==> src/rtl/fdm_sequencer_pkg.sv <==
// Shared definitions for the finite-difference sequencer: state encoding,
// byte ordering of the transmitted array and word/byte geometry helpers.
package fdm_sequencer_pkg;

    typedef enum logic [1:0] {
        ST_IDLE = 2'd0,
        ST_CALC = 2'd1,
        ST_TX   = 2'd2,
        ST_DONE = 2'd3
    } state_t;

    // Each element goes out most-significant byte first.
    localparam bit MSB_BYTE_FIRST = 1'b1;

    function automatic int bytes_per_word(input int width);
        return width / 8;
    endfunction

endpackage

==> src/rtl/fdm_byte_serializer.sv <==
// Streams a captured NU*WIDTH array as bytes over a valid/ready handshake,
// element 0 first, signalling the cycle its final byte is accepted.
module fdm_byte_serializer
    import fdm_sequencer_pkg::*;
#(
    parameter int NU    = 10,
    parameter int WIDTH = 32
) (
    input  logic                  clk,
    input  logic                  reset,
    input  logic                  load,
    input  logic [NU*WIDTH-1:0]   snapshot,
    output logic [7:0]            tx_data,
    output logic                  tx_valid,
    input  logic                  tx_ready,
    output logic                  last_accept
);

    localparam int BPW = bytes_per_word(WIDTH);
    localparam int NB  = NU * BPW;
    localparam int BCW = $clog2(NB + 1);

    logic [NB*8-1:0] ordered;
    logic [NB*8-1:0] pending;
    logic [BCW-1:0]  byte_idx;
    logic            accept;

    // Rearrange the snapshot so transmission order is simply lowest byte first.
    always_comb begin
        ordered = '0;
        for (int e = 0; e < NU; e++) begin
            for (int b = 0; b < BPW; b++) begin
                ordered[(e*BPW + b)*8 +: 8] =
                    snapshot[e*WIDTH + (MSB_BYTE_FIRST ? (BPW - 1 - b) : b)*8 +: 8];
            end
        end
    end

    assign accept      = tx_valid && tx_ready;
    assign last_accept = accept && (byte_idx == BCW'(NB - 1));

    always_ff @(posedge clk or negedge reset) begin
        if (!reset) begin
            tx_data  <= '0;
            tx_valid <= 1'b0;
            pending  <= '0;
            byte_idx <= '0;
        end else if (load) begin
            tx_data  <= ordered[7:0];
            pending  <= ordered >> 8;
            tx_valid <= 1'b1;
            byte_idx <= '0;
        end else if (accept) begin
            if (last_accept) begin
                tx_valid <= 1'b0;
            end else begin
                tx_data  <= pending[7:0];
                pending  <= pending >> 8;
                byte_idx <= byte_idx + BCW'(1);
            end
        end
    end

endmodule

==> src/rtl/fdm_sequencer.sv <==
// Jacobi sweep controller: owns the solution array, runs up to niter sweeps
// with early exit on convergence, then hands the result to the byte serializer.
module fdm_sequencer
    import fdm_sequencer_pkg::*;
#(
    parameter int NU    = 10,
    parameter int WIDTH = 32,
    parameter int CNTW  = 32
) (
    input  logic                  clk40mhz,
    input  logic                  reset,
    input  logic                  start,
    input  logic [CNTW-1:0]       niter,
    input  logic [WIDTH-1:0]      tol,
    output logic [NU*WIDTH-1:0]   u_cur,
    input  logic [NU*WIDTH-1:0]   u_next,
    output logic [7:0]            tx_data,
    output logic                  tx_valid,
    input  logic                  tx_ready,
    output logic                  busy,
    output logic                  done,
    output logic                  converged,
    output logic [CNTW-1:0]       iter_cnt
);

    state_t                state;
    state_t                state_next;
    logic [CNTW-1:0]       niter_q;
    logic [WIDTH-1:0]      tol_q;
    logic                  conv;
    logic                  last_sweep;
    logic                  accept_start;
    logic                  ser_load;
    logic [NU*WIDTH-1:0]   ser_snapshot;
    logic                  last_accept;
    logic signed [WIDTH:0] diff;
    logic [WIDTH:0]        mag;

    // One extra bit keeps the element-wise difference free of overflow.
    always_comb begin
        conv = 1'b1;
        diff = '0;
        mag  = '0;
        for (int k = 0; k < NU; k++) begin
            diff = $signed({u_next[k*WIDTH + WIDTH - 1], u_next[k*WIDTH +: WIDTH]})
                 - $signed({u_cur[k*WIDTH + WIDTH - 1], u_cur[k*WIDTH +: WIDTH]});
            mag  = diff[WIDTH] ? (WIDTH+1)'(-diff) : diff;
            if (mag > {1'b0, tol_q}) begin
                conv = 1'b0;
            end
        end
    end

    assign last_sweep   = (iter_cnt + CNTW'(1)) == niter_q;
    assign accept_start = start && ((state == ST_IDLE) || (state == ST_DONE));
    assign busy         = (state == ST_CALC) || (state == ST_TX);
    assign done         = (state == ST_DONE);

    always_ff @(posedge clk40mhz or negedge reset) begin
        if (!reset) begin
            state <= ST_IDLE;
        end else begin
            state <= state_next;
        end
    end

    // The serializer captures the value being committed on the same edge as TX entry.
    always_comb begin
        state_next   = state;
        ser_load     = 1'b0;
        ser_snapshot = '0;
        case (state)
            ST_IDLE, ST_DONE: begin
                if (start) begin
                    if (niter == '0) begin
                        state_next = ST_TX;
                        ser_load   = 1'b1;
                    end else begin
                        state_next = ST_CALC;
                    end
                end
            end
            ST_CALC: begin
                if (conv || last_sweep) begin
                    state_next   = ST_TX;
                    ser_load     = 1'b1;
                    ser_snapshot = u_next;
                end
            end
            ST_TX: begin
                if (last_accept) begin
                    state_next = ST_DONE;
                end
            end
            default: state_next = ST_IDLE;
        endcase
    end

    always_ff @(posedge clk40mhz or negedge reset) begin
        if (!reset) begin
            u_cur     <= '0;
            iter_cnt  <= '0;
            converged <= 1'b0;
            niter_q   <= '0;
            tol_q     <= '0;
        end else if (accept_start) begin
            niter_q   <= niter;
            tol_q     <= tol;
            u_cur     <= '0;
            iter_cnt  <= '0;
            converged <= 1'b0;
        end else if (state == ST_CALC) begin
            u_cur    <= u_next;
            iter_cnt <= iter_cnt + CNTW'(1);
            if (conv) begin
                converged <= 1'b1;
            end
        end
    end

    fdm_byte_serializer #(
        .NU    (NU),
        .WIDTH (WIDTH)
    ) u_serializer (
        .clk         (clk40mhz),
        .reset       (reset),
        .load        (ser_load),
        .snapshot    (ser_snapshot),
        .tx_data     (tx_data),
        .tx_valid    (tx_valid),
        .tx_ready    (tx_ready),
        .last_accept (last_accept)
    );

endmodule

==> config.mk <==
export PLATFORM = sky130hd
export DESIGN_NAME = fdm_sequencer
export DESIGN_NICKNAME = d
export VERILOG_FILES = /design/src/rtl/fdm_sequencer_pkg.sv /design/src/rtl/fdm_byte_serializer.sv /design/src/rtl/fdm_sequencer.sv
export SDC_FILE = /design/constraint.sdc
export NUM_CORES = 2
export LEC_CHECK = 0
export CAP_MARGIN = 0
export CELL_PAD_IN_SITES_DETAIL_PLACEMENT = 1
export CELL_PAD_IN_SITES_GLOBAL_PLACEMENT = 2
export CORE_UTILIZATION = 32
export DETAILED_ROUTE_END_ITERATION = 6
export PLACE_DENSITY = 0.84
export SYNTH_ARGS = -nofsm -noshare
export SYNTH_HDL_FRONTEND = slang
export SYNTH_SLANG_ARGS = --single-unit
==> constraint.sdc <==
create_clock -name clk40mhz -period 6.5 [get_ports clk40mhz]
set_input_delay 1.3 -clock clk40mhz [delete_from_list [all_inputs] [get_ports clk40mhz]]
set_output_delay 1.3 -clock clk40mhz [all_outputs]
set_load 0.005 [all_outputs]
* Word level (Yosys, flattened, before mapping)
Cells that the tools add are included.
** Operators by class
- Add/subtract/negate cells :: 22
- Multiply operators :: 0
- Div/mod/pow operators :: 0
- Order comparisons :: 10
- Equality and inequality tests :: 9
- Shift-type cells :: 0
- Mux-type cells :: 50
- Bitwise operators :: 0
- Reductions and logical operators :: 17
** Operators by type and width (count)
- 320-bit 2-to-1 mux :: 7
- 33-bit by 32-bit > comparator with 1-bit output :: 10
- 33-bit 2-to-1 mux :: 10
- 33-bit negator :: 10
- 32-bit by 32-bit subtractor with 33-bit output :: 10
- 32-bit 2-to-1 mux :: 2
- 32-bit by 1-bit adder with 32-bit output, second input constant :: 1
- 32-bit == test :: 1
- 32-bit logical NOT :: 1
- 8-bit 2-to-1 mux :: 3
- 1-bit 2-to-1 mux :: 19
- 6-bit 2-to-1 mux :: 3
- 2-bit 2-to-1 mux :: 4
- 2-bit nonzero test :: 4
- 6-bit by 1-bit adder with 6-bit output, second input constant :: 1
- 6-bit == test, second input constant :: 1
- 2-bit != test, second input constant :: 3
- 2-bit one-hot mux with 3 select lines :: 1
- 2-bit AND reduction :: 3
- 2-bit == test, second input constant :: 2
- 1-bit logical AND :: 3
- 1-bit logical OR :: 3
- 3-bit AND reduction :: 1
- 2-bit by 1-bit == test with 1-bit output, second input constant :: 1
- other kinds (4) :: 4
** Storage, ports and cells
- Register bits after elaboration :: 754
- Latch bits :: 0
- RAM bits :: 0
- ROM bits :: 0
- Bits of input ports :: 388
- Word-level logic and storage cells :: 118
- Memories kept :: 0

* Longest topological paths before layout
- Word-level depth :: 19
- Gate-level depth with buffers :: 34

* By module
Synthesis repeated with hierarchy kept, for this count alone.
** Second synthesis, totals
- Cell total of the unflattened synthesis :: 9465
- Area, all modules :: 73337.8 µm²
** By module, submodules not included
- fdm_sequencer :: instances 1, cells an instance 7207, area an instance 52608.0 µm², sequential area each 10485.1 µm²
- fdm_byte_serializer :: instances 1, cells an instance 2258, area an instance 20729.9 µm², sequential area each 8182.8 µm²

* Worst setup path before layout
OpenSTA, ideal clock, no wires.
- Path kind :: input to register
- Start point :: input u_next[224]
- End point :: register u_serializer.pending[100]
- Setup time :: 0.079 ns
- Data arrival time :: 7.614 ns
- Data required time :: 6.421 ns
- Setup slack :: -1.194 ns
- Stages on the path :: 30
- Cells stage by stage :: inv_1 > ha_1 > inv_1 > fa_1 > a21o_1 > a221o_1 > a21oi_1 > o21ai_0 > xor2_1 > nor4_1 > and2_1 > nand4_1 > o31ai_1 > xor2_1 > ha_1 > nand4_1 > or4_1 > or2_2 > or3_1 > o31ai_1 > nand3_1 > nor4_1 > nand4_1 > a41oi_1 > and4_4 > nand2_2 > a31oi_4 > buf_4 > buf_2 > a2bb2oi_1
** On the way
- Longest elaborated chain between the ends :: 12
- Elaborated cells between the ends (all ways) :: 16
- Those cells by class :: 2 x add/sub; 1 x order compare; 1 x eq/ne; 9 x mux; 3 x reduce/logical
** Ends and longest elaborated chain
- from (decl) :: line fdm_sequencer.sv:16 : input logic [NU*WIDTH-1:0] u_next,
- 32-bit by 32-bit subtractor with 33-bit output * :: line fdm_sequencer.sv:46 : - $signed({u_cur[k*WIDTH + WIDTH - 1], u_cur[k*WIDTH +: WIDTH]});
- 33-bit negator :: line fdm_sequencer.sv:47 : mag = diff[WIDTH] ? (WIDTH+1)'(-diff) : diff;
- 33-bit 2-to-1 mux * :: line fdm_sequencer.sv:47
- 33-bit by 32-bit > comparator with 1-bit output * :: line fdm_sequencer.sv:48 : if (mag > {1'b0, tol_q}) begin
- 1-bit 2-to-1 mux * (3 in series) :: line fdm_sequencer.sv:48
- 1-bit logical OR * :: line fdm_sequencer.sv:84 : if (conv || last_sweep) begin
- 1-bit 2-to-1 mux :: line fdm_sequencer.sv:84
- 1-bit one-hot mux with 2 select lines :: line fdm_sequencer.sv:72 : case (state)
- 2-bit != test (no line) / 2-bit nonzero test (equally long branches)
- 2-bit AND reduction (no line)
- to (signal assigned) :: line fdm_byte_serializer.sv:50 : pending <= ordered >> 8;
- to (signal assigned) :: line fdm_byte_serializer.sv:58 : pending <= pending >> 8;
- to (decl) :: line fdm_byte_serializer.sv:24 : logic [NB*8-1:0] pending;
Every way passes the cells marked *; elsewhere a longest branch is shown, timed or not.
A chain may end at the register's enable or synchronous reset.

* Worst setup path after layout
- Start point :: input u_next[102]
- End point :: register u_serializer.pending[151]
** On the way
- Longest elaborated chain between the ends :: 16
- Elaborated cells between the ends (all ways) :: 20
- Those cells by class :: 2 x add/sub; 1 x order compare; 1 x eq/ne; 13 x mux; 3 x reduce/logical
** Ends and longest elaborated chain (line)
- 32-bit by 32-bit subtractor with 33-bit output * :: fdm_sequencer.sv:46
- 33-bit negator :: fdm_sequencer.sv:47
- 33-bit 2-to-1 mux * :: fdm_sequencer.sv:47
- 33-bit by 32-bit > comparator with 1-bit output * :: fdm_sequencer.sv:48
- 1-bit 2-to-1 mux * (7 in series) :: fdm_sequencer.sv:48
- 1-bit logical OR * :: fdm_sequencer.sv:84
- 1-bit 2-to-1 mux :: fdm_sequencer.sv:84
- 1-bit one-hot mux with 2 select lines :: fdm_sequencer.sv:72
- 2-bit != test (no line) / 2-bit nonzero test (equally long branches)
- 2-bit AND reduction (no line)
Marked as above.

==> results.yml <==
outcome:
  status: "complete, but fails checks"
  violations: "DRC, setup timing"
setup_path:
  crit_path_end_kind: "register"
  arrival_ns: 8.56
  cpPeakStageDelay_ns: 0.57
  crit_path_frequent_cell: "buf_4"
  worst-setup-path-type: "input pin to register"
  required_ns: 7.13
  crit_fanout: 7
  cpMaxStageDelayCell: "clkdlybuf4s50_1"
  crit_path_start_kind: "input pin"
power:
  ir_worst_vdd_uv: 396
  total_power_uw: 60100
  p_leak_uw: 0.0468
  powerDensity_nw_per_um2: 563
clocking:
  cts.htree.levels: 3
  clock_latency_ns: 0.80
  ctsHoldBuffers: 0
  path_clk_slew_ns: 0.06
  cts_buffers: 95
  cts_sinks: 746
  cts_tree: "done"
  cts_buffer_depth: 3
  cts-root-buf: "clkbuf_16"
timing:
  relSlewSlack_pct: 17.2
  clock_skew_ns: 0.0448
  setup_viol: 330
  fmax_mhz: 126
  timing.final.ws_setup_ns: -1.43
  rsz0062_at_grt: "yes"
  worstMarginPinSlew_ns: 1.23
  layout_min_cycle_time_ns: 7.93
  hold_viol_final: 0
  min_period_over_period_pct: 122
  drv_slew: 0
logic_synthesis:
  ys_ff_latch: 746
  yosys.area.top_type: "dfrtp_1"
  synth_common_cells: "nor2_1 (752), dfrtp_1 (746), ha_1 (655)"
  synth_cell_type_count: 110
  mappedNetlistArea_um2: 68500
  yosysTopAreaCellShare_pct: 27.2
  synthFlopType: "dfrtp_1"
  synth-seq-area-share_pct: 27.2
  async_flop_share_pct: 100
  syn_avg_cell_area_um2: 8.41
  ys_warn_count: 0
  synth_nets: 9205
  synth_edf_count: 0
  yosysMostFrequentCell: "nor2_1"
  synth_top_cells_by_area: "dfrtp_1 (27%), ha_1 (12%), xnor2_1 (5.0%), mux2i_1 (5.0%), nor2_1 (4.1%)"
  synthCells: 8152
route:
  wl_per_cell_um: 25.8
  wirelength_um: 364000
  postRouteAntennaNets: 0
  via_per_inst: 5.70
  drt-initial-drc-count: 5237
  drt-met1-wl_um: 145000
  first_pass_iters: 7
  route.vias.total: 80400
  routed-wl-met2_um: 174000
  highest_layer: "met4"
  met3_length_um: 18800
  drcViolationCount: 92
floorplan:
  start_util_pct: 32.2
  die-area_um2: 216000
  die_h_um: 465
  die_w_um: 465
  rows: 169
  ios: 752
  coreArea_um2: 213000
placement:
  port_buffers: 751
  gp_congestion: 0.945
  dpl_cell_area_um2: 96700
  hpwl_um: 258000
flow_run:
  max_cap_violations: 0
global_routing:
  grt_pass1_wl_um: 522000
  grt_overflow: 0
  grt_pass1_vias: 85400
  grtUsageTotal_pct: 31.2
  grt_max_degree: 201
  grt_antenna_before_repair: 17
cells_and_area:
  drive_gt1_share_pct: 31.0
  utilization_pct: 50.2
  finalInstanceArea_um2: 107000
  area_growth_pct: 55.8
  nets: 12200
min_path:
  min_path_type: "register to register"
## metal layers
| metal | up-vias | global-route usage [%] |
|---|---|---|
| met3 | 1059 | 4.15 |
| met2 | 2919 | 53.1 |
| met4 | 0 | 18.9 |
| met5 | - | 0 |
| li1 | 36200 | - |
| met1 | 40200 | 37.1 |
## worst max-delay path, delay by kind of cell
family	cells	cell delay [ns]
AOI/OAI and AO/OA	10	2.31
xor gates and xnor gates	2	0.54
adders and majority gates	2	0.72
buffers and inverters	8	1.74
and+or+nand+nor	9	1.93
## area by class of cell
type | instances | area (µm²)
antenna | 10 | 25.0
clock buffer | 131 | 2700
clock inverter | 42 | 485
fill | 24700 | 106000
inverter | 481 | 1820
multi-input combinational | 6491 | 49700
sequential | 746 | 18700
tap | 2821 | 3530
timing repair buffer | 3370 | 29800
## path summary, 6_finish.rpt
path	slack [ns]	cells after the start	start	to
max reg2reg	-1.23	33	u_cur[258]	u_serializer.pending[151]
min in group asynchronous	0.59	1	reset	iter_cnt[3]
min	0.53	1	u_serializer.pending[94]	u_serializer.pending[94]
max	-1.43	31	u_next[102]	u_serializer.pending[151]
min reg2reg	0.53	1	u_serializer.pending[94]	u_serializer.pending[94]
max in group asynchronous	4.41	2	reset	u_cur[176]
## sequential cells by signal, summed over array words and instances, names as in the netlist
register / flops
state: 2
niter_q: 32
converged: 1
iter_cnt: 32
u_serializer.pending: 312
u_serializer.tx_data: 8
u_serializer.tx_valid: 1
u_cur: 320
tol_q: 32
u_serializer.byte_idx: 6
## stage by stage
stage	setup slack [ns]	cells	TNS [ns]	hold slack (ns)
after floorplan	-0.797	8152	-255.17	0.486
after global placement	-2.85	13700	-913.43	0.501
after detailed placement	-3.18	13700	-1012.55	0.511
after CTS	-1.21	14000	-370.54	0.520
after global routing	-1.77	14100	-488.03	0.545
final	-1.43	14100	-403.72	0.525
## power breakdown
group / switching (µW) / internal (µW) / total, µW
Sequential: 1970 / 6530 / 8500
Combinational: 23700 / 22300 / 46000
Clock: 2540 / 3140 / 5680
## cells in the final DEF (no fill, tap or decap), types with 352 or more instances in the layout
master              n
o211ai_1          369
dfrtp_1           745
clkdlybuf4s50_1   700
ha_1              625
a21oi_1           498
buf_4            2421
nand2_1           466
inv_1             445
nor2_1            739
xnor2_1           383
nand3_1           352
## kinds of logic after synthesis
family                   after synthesis  share of synthesized area, %
AND/OR/NAND/NOR                     2470                          17.6
AO/OA/AOI/OAI                       2362                          23.8
buffers and inverters                915                          5.58
flip-flops                           746                          27.2
adder cells (fa/ha/maj)              665                          12.3
XOR/XNOR                             614                          7.85
multiplexers                         380                          5.62
## what timing repair did
action                                  CTS  global route
pin swaps                               139           211
cloned                                   39            38
gates resized for setup                 358           495
setup buffers                            85            32
endpoints found under the setup margin  330           330
(Power assumes the default switching activity.)
